File: src/rtl/drbg_responder.sv
// Generator-side end of the DRBG block handshake: prefetches one block from the hash
// DRBG core, presents it on request for a fixed hold window, and forces periodic reseeds.
module drbg_responder #(
  parameter int DATA_WIDTH      = 256,
  parameter int HOLD_CYCLES     = 32,
  parameter int RESEED_INTERVAL = 1024
) (
  input  logic                  clk,
  input  logic                  reset,
  input  logic                  need_next,
  output logic                  generator_busy,
  output logic [DATA_WIDTH-1:0] data_out,
  output logic                  data_out_valid,
  output logic                  core_generate,
  output logic                  core_reseed,
  input  logic                  core_busy,
  input  logic [DATA_WIDTH-1:0] core_data,
  input  logic                  core_data_valid,
  input  logic                  core_reseed_done,
  output logic                  protocol_err
);
  localparam int GCW = (RESEED_INTERVAL > 0) ? $clog2(RESEED_INTERVAL + 1) : 1;
  localparam int HCW = (HOLD_CYCLES > 1) ? $clog2(HOLD_CYCLES) : 1;
  localparam logic [GCW-1:0] GC_MAX    = GCW'(RESEED_INTERVAL);
  localparam logic [HCW-1:0] HOLD_LAST = HCW'(HOLD_CYCLES - 1);
  localparam bit             RESEED_EN = (RESEED_INTERVAL != 0);

  typedef enum logic [2:0] {
    S_IDLE, S_GEN, S_WAIT_CORE, S_FULL, S_PRESENT, S_RESEED, S_RESEED_WAIT
  } state_t;

  typedef struct packed {
    logic gen_busy;
    logic valid;
    logic gen;
    logic reseed;
    logic err;
    logic pending;
  } ctl_t;

  localparam ctl_t CTL_RST = '{gen_busy: 1'b1, default: 1'b0};

  state_t                state, state_d;
  ctl_t                  ctl, ctl_d;
  logic [GCW-1:0]        gen_count, gen_count_d;
  logic [HCW-1:0]        hold_cnt, hold_cnt_d;
  logic [DATA_WIDTH-1:0] buffer;
  logic                  buf_ld, dout_ld;
  logic                  reseed_due;

  assign reseed_due = RESEED_EN && (gen_count == GC_MAX);

  always_ff @(posedge clk or posedge reset) begin
    if (reset) state <= S_IDLE;
    else       state <= state_d;
  end

  always_comb begin
    state_d = state;
    case (state)
      S_IDLE:        state_d = S_GEN;
      S_GEN:         if (reseed_due)                state_d = S_RESEED;
                     else if (!core_busy)           state_d = S_WAIT_CORE;
      S_WAIT_CORE:   if (core_data_valid)           state_d = S_FULL;
      S_FULL:        if (need_next || ctl.pending)  state_d = S_PRESENT;
      S_PRESENT:     if (hold_cnt == '0)            state_d = S_GEN;
      S_RESEED:      if (!core_busy)                state_d = S_RESEED_WAIT;
      S_RESEED_WAIT: if (core_reseed_done)          state_d = S_GEN;
      default:                                      state_d = S_IDLE;
    endcase
  end

  // Next values of every registered output; start pulses default low so they last one cycle.
  always_comb begin
    ctl_d        = ctl;
    ctl_d.gen    = 1'b0;
    ctl_d.reseed = 1'b0;
    gen_count_d  = gen_count;
    hold_cnt_d   = hold_cnt;
    buf_ld       = 1'b0;
    dout_ld      = 1'b0;
    if (need_next && state != S_FULL) ctl_d.pending = 1'b1;
    if ((core_data_valid && state != S_WAIT_CORE) ||
        (core_reseed_done && state != S_RESEED_WAIT)) ctl_d.err = 1'b1;
    case (state)
      S_GEN: if (!reseed_due && !core_busy) ctl_d.gen = 1'b1;
      S_WAIT_CORE: if (core_data_valid) begin
        buf_ld = 1'b1;
        if (gen_count != GC_MAX) gen_count_d = gen_count + 1'b1;
      end
      S_FULL: if (need_next || ctl.pending) begin
        dout_ld        = 1'b1;
        ctl_d.valid    = 1'b1;
        ctl_d.gen_busy = 1'b1;
        ctl_d.pending  = 1'b0;
        hold_cnt_d     = HOLD_LAST;
      end else begin
        ctl_d.gen_busy = 1'b0;
      end
      S_PRESENT: if (hold_cnt == '0) ctl_d.valid = 1'b0;
                 else                hold_cnt_d  = hold_cnt - 1'b1;
      S_RESEED: if (!core_busy) begin
        ctl_d.reseed = 1'b1;
        gen_count_d  = '0;
      end
      default: ;
    endcase
  end

  always_ff @(posedge clk or posedge reset) begin
    if (reset) begin
      ctl       <= CTL_RST;
      gen_count <= '0;
      hold_cnt  <= '0;
      buffer    <= '0;
      data_out  <= '0;
    end else begin
      ctl       <= ctl_d;
      gen_count <= gen_count_d;
      hold_cnt  <= hold_cnt_d;
      if (buf_ld)  buffer   <= core_data;
      if (dout_ld) data_out <= buffer;
    end
  end

  assign generator_busy = ctl.gen_busy;
  assign data_out_valid = ctl.valid;
  assign core_generate  = ctl.gen;
  assign core_reseed    = ctl.reseed;
  assign protocol_err   = ctl.err;
endmodule

File: config.mk
export PLATFORM = sky130hd
export DESIGN_NAME = drbg_responder
export DESIGN_NICKNAME = d
export VERILOG_FILES = /design/src/rtl/drbg_responder.sv
export SDC_FILE = /design/constraint.sdc
export NUM_CORES = 1
export LEC_CHECK = 0
export ABC_CLOCK_PERIOD_IN_PS = 25100
export CORE_MARGIN = 2
export CORE_UTILIZATION = 41
export DETAILED_ROUTE_END_ITERATION = 7
export PLACE_DENSITY = 0.74
export RECOVER_POWER = 100
export SLEW_MARGIN = 20
export SYNTH_ARGS = -nofsm -noshare
export SYNTH_HDL_FRONTEND = slang
export SYNTH_SLANG_ARGS = --single-unit
File: constraint.sdc
create_clock -name clk -period 25.1 [get_ports clk]
set_input_delay 5.02 -clock clk [delete_from_list [all_inputs] [get_ports clk]]
set_output_delay 5.02 -clock clk [all_outputs]
set_load 0.05 [all_outputs]
==> reports/metrics.csv <==
stage;metric;value;unit
outcome;status;complete, but fails checks;
outcome;violations;capacitance limit, slew limit;
floorplanning;fp-row-count;81;
detailed_routing;drtIter0Drc;1129;
global_routing;overflow;0;
placed_design;port_buffers;522;
timing;tightest_slew;5.76;ns
critical_path;endpoint;buffer[71];
cells_and_area;fin_nets;3051;
power;seqPwrFrac;0.377;
timing;slew_viol_final;1164;
detailed_routing;viasPerCell;4.80;
detailed_routing;ant_nets;0;
critical_path;worstReg2RegStart;state[2];
synthesis;synth_area;20400;sq um
timing;timing.fmax;71.5;MHz
global_routing;antenna_found_initial;12;
clock_tree;htree_levels;2;
critical_path;critPathCaptureType;async pin;
power;p_sw_frac;0.421;
timing;post-route-period-util;0.557;
clock_tree;numCtsBuffers;55;
synthesis;netlist_top_cells_area;dfrtp_1, nand2_1, clkbuf_1;
detailed_routing;drc;0;
timing;hold_slack;0.457;ns
cells_and_area;multiInputGateArea;6490;sq um
power;intPower;2170;uW
placed_design;place_inst;3393;
critical_path;crit_arrival;14.64;ns
floorplanning;die_x;227;microns
synthesis;yosysSeqAreaShare;0.659;
detailed_routing;vias;16800;
clock_tree;root_buffer;clkbuf_16;
floorplanning;fp.coreArea;49100;sq um
critical_path;worstSetupStartpoint;reset;
synthesis;yosysWarnings;0;
clock_tree;cts_max_path_buffers;3;
clock_tree;postCtsSetupRepairBufs;0;
synthesis;synth-edff-count;0;
clock_tree;cts_resized;0;
cells_and_area;synthToLayoutAreaGrowth;37.3;%
power;share_clk_of_total_power;0.227;
clock_tree;clk_latency;0.59;ns
global_routing;grt_pass1_wl;89800;microns
timing;tns;0;ns
critical_path;critPathMaxFanout;129;
power;p_leak;0.0149;uW
cells_and_area;fin_cells;3494;
timing;clock_skew;0.0118;ns
detailed_routing;first_pass_iters;5;
placed_design;place_congestion;0.811;
timing;hold_viol_final;0;
synthesis;synth.avg_cell_area;8.86;sq um
clock_tree;clkSlewWorstSetupHoldPaths;0.06;ns
detailed_routing;avgRoutedWirePerCell;16.4;microns
floorplanning;start_util;0.416;
timing;rsz0062_at_grt;false;
worst_hold_path;min_path_type;reg -> reg;
synthesis;syn_nets;2569;
global_routing;grt_pass1_vias;16900;
timing;setup_viol;0;
critical_path;rr_endpoint;data_out[115];
critical_path;regToRegSetupSlack;17.20;ns
power;p_sw;1580;uW
timing;relSlewSlack;-2.86;
placed_design;dp_hpwl;37500;microns
global_routing;grt_max_degree;130;
synthesis;synth_area_leader_cell;dfrtp_1;
cells_and_area;fillers;4335;
cells_and_area;layout-drive-gt1-share;0.0364;
floorplanning;dieArea;51600;sq um
flow_run;drv_cap;15;
synthesis;async_flop_share;1.00;
critical_path;crit_required;25.76;ns
synthesis;synth_cell_types;51;
power;powerDensity;134;nW/um^2
timing;fin_crit;13.98;ns
synthesis;postSynthCellCount;2304;
critical_path;crit_path_start_kind;input pin;
synthesis;synthFlopType;dfrtp_1;
synthesis;synth_top_area_frac;0.657;
clock_tree;cts_tree;yes;
power;ir_drop;0.0793;mV
synthesis;synth_seq_cells;537;
critical_path;crit_type;in -> async;
power;finalPower;3750;uW
clock_tree;cts.sinks;537;
power;comb_power_share;0.396;
floorplanning;io_pins;523;
global_routing;grt.total_usage;0.220;
cells_and_area;seq_area;13400;sq um
detailed_routing;drt_wl_total;57400;microns
clock_tree;hold_buffers;0;
floorplanning;dieHeight;227;microns
critical_path;reg2reg_depth;7;
-- cell usage in the layout, fill, tap and decap left out, drive strengths merged, types with 2 or more instances in the layout --
master / synthesis / routed
a21oi: 7 / 7
a31o: 2 / 2
a31oi: 5 / 5
and3: 2 / 2
buf: 48 / 6
bufinv: 0 / 7
clkbuf: 69 / 91
clkdlybuf4s50: 0 / 257
clkinv: 0 / 10
clkinvlp: 0 / 3
dfrtp: 536 / 536
diode: 0 / 4
dlygate4sd3: 0 / 265
ha: 3 / 3
inv: 7 / 7
nand2: 1549 / 1549
nand2b: 2 / 2
nand3: 8 / 8
nand3b: 3 / 3
nand4: 3 / 3
nor2: 10 / 10
nor3: 3 / 3
nor3b: 2 / 2
nor4b: 2 / 2
nor4bb: 2 / 2
o21ai: 6 / 6
o31ai: 6 / 6
or2: 3 / 3
or3: 2 / 2
xor2: 4 / 4
-- kinds of logic (layout without fill, tap and decap cells) --
logic type | after synthesis | count (layout) | share of synthesized area
other cells | 0 | 4 | 0
fa+ha+maj | 3 | 3 | 0.00184
xor+xnor | 4 | 4 | 0.00172
compound gates | 33 | 33 | 0.0106
simple gates | 1601 | 1601 | 0.301
mux | 2 | 2 | 0.00104
buf+inv | 124 | 646 | 0.0250
flops | 537 | 537 | 0.659
-- sequential cells by signal, indices dropped and copies added, names as in the netlist --
register,flops
buffer,256
core_generate,1
core_reseed,1
ctl,1
data_out,256
data_out_valid,1
gen_count,11
generator_busy,1
hold_cnt,5
protocol_err,1
state,3
-- area by class of cell --
| cell class | instances | area share |
|---|---|---|
| multi-input cells | 1643 | 0.232 |
| repair buffers | 542 | 0.190 |
| well taps | 664 | 0.0297 |
| clock inverters | 20 | 0.0105 |
| inverters | 7 | 0.000983 |
| flip-flops and latches | 537 | 0.480 |
| clock buffers | 77 | 0.0568 |
| diodes | 4 | 0.000357 |
-- worst max-delay path, cell delays in order --
cell	delay, ns
dlygate4sd3_1	0.55
clkinvlp_2	3.16
clkbuf_1	2.31
clkbuf_1	2.62
buf_4	0.86
-- Yosys cell counts (2+ instances only) --
library cell	count
nand2_1	1549
dfrtp_1	536
clkbuf_1	69
buf_2	27
buf_1	19
nor2_1	10
nand3_1	8
a21oi_1	7
inv_1	6
o31ai_1	6
a31oi_1	5
xor2_1	4
ha_1	3
nand3b_1	3
nand4_1	3
nor3_1	3
o21ai_0	3
o21ai_1	3
and3_1	2
nand2b_1	2
nor3b_1	2
nor4b_1	2
nor4bb_1	2
or2_2	2
or3_1	2
-- metrics by stage --
stage | util | setup slack (ns) | cell area, sq um
global route | 0.571 | 9.13 | 28000
detailed placement | 0.534 | 16.48 | 26200
CTS | 0.573 | 17.11 | 28100
floorplan | - | 5.07 | 20400
global placement | 0.534 | 16.59 | 26200
finish | 0.571 | 11.12 | 28000
-- power by group through the flow --
stage,Combinational (uW),Clock (uW),Sequential [uW]
CTS,1550,870,1420
global placement,1500,0,1410
floorplan,482,0,1920
global route,1610,903,1460
detailed placement,1530,0,1430
finish,1480,850,1410
-- per-layer routing --
layer  share of wire  track usage  vias up  routed length [microns]
met5          0.0019            0        -                      107
met4           0.032       0.0713       18                     1850
met3           0.091       0.0794      125                     5220
met2            0.48        0.358      536                    27600
met1            0.39        0.274     8121                    22600
li1                -            -     7978                        -
-- how the worst min path moves through the flow --
stage           startpoint             to  slack [ns]  depth (start not counted)
2_1_floorplan    buffer[0]    data_out[0]        0.44                          2
3_3_place_gp   buffer[184]  data_out[184]        0.45                          2
3_5_place_dp    buffer[92]   data_out[92]        0.45                          2
4_1_cts         buffer[97]   data_out[97]        0.46                          2
5_1_grt         buffer[54]   data_out[54]        0.47                          2
6_report        buffer[97]   data_out[97]        0.46                          2
(Power assumes the default switching activity.)
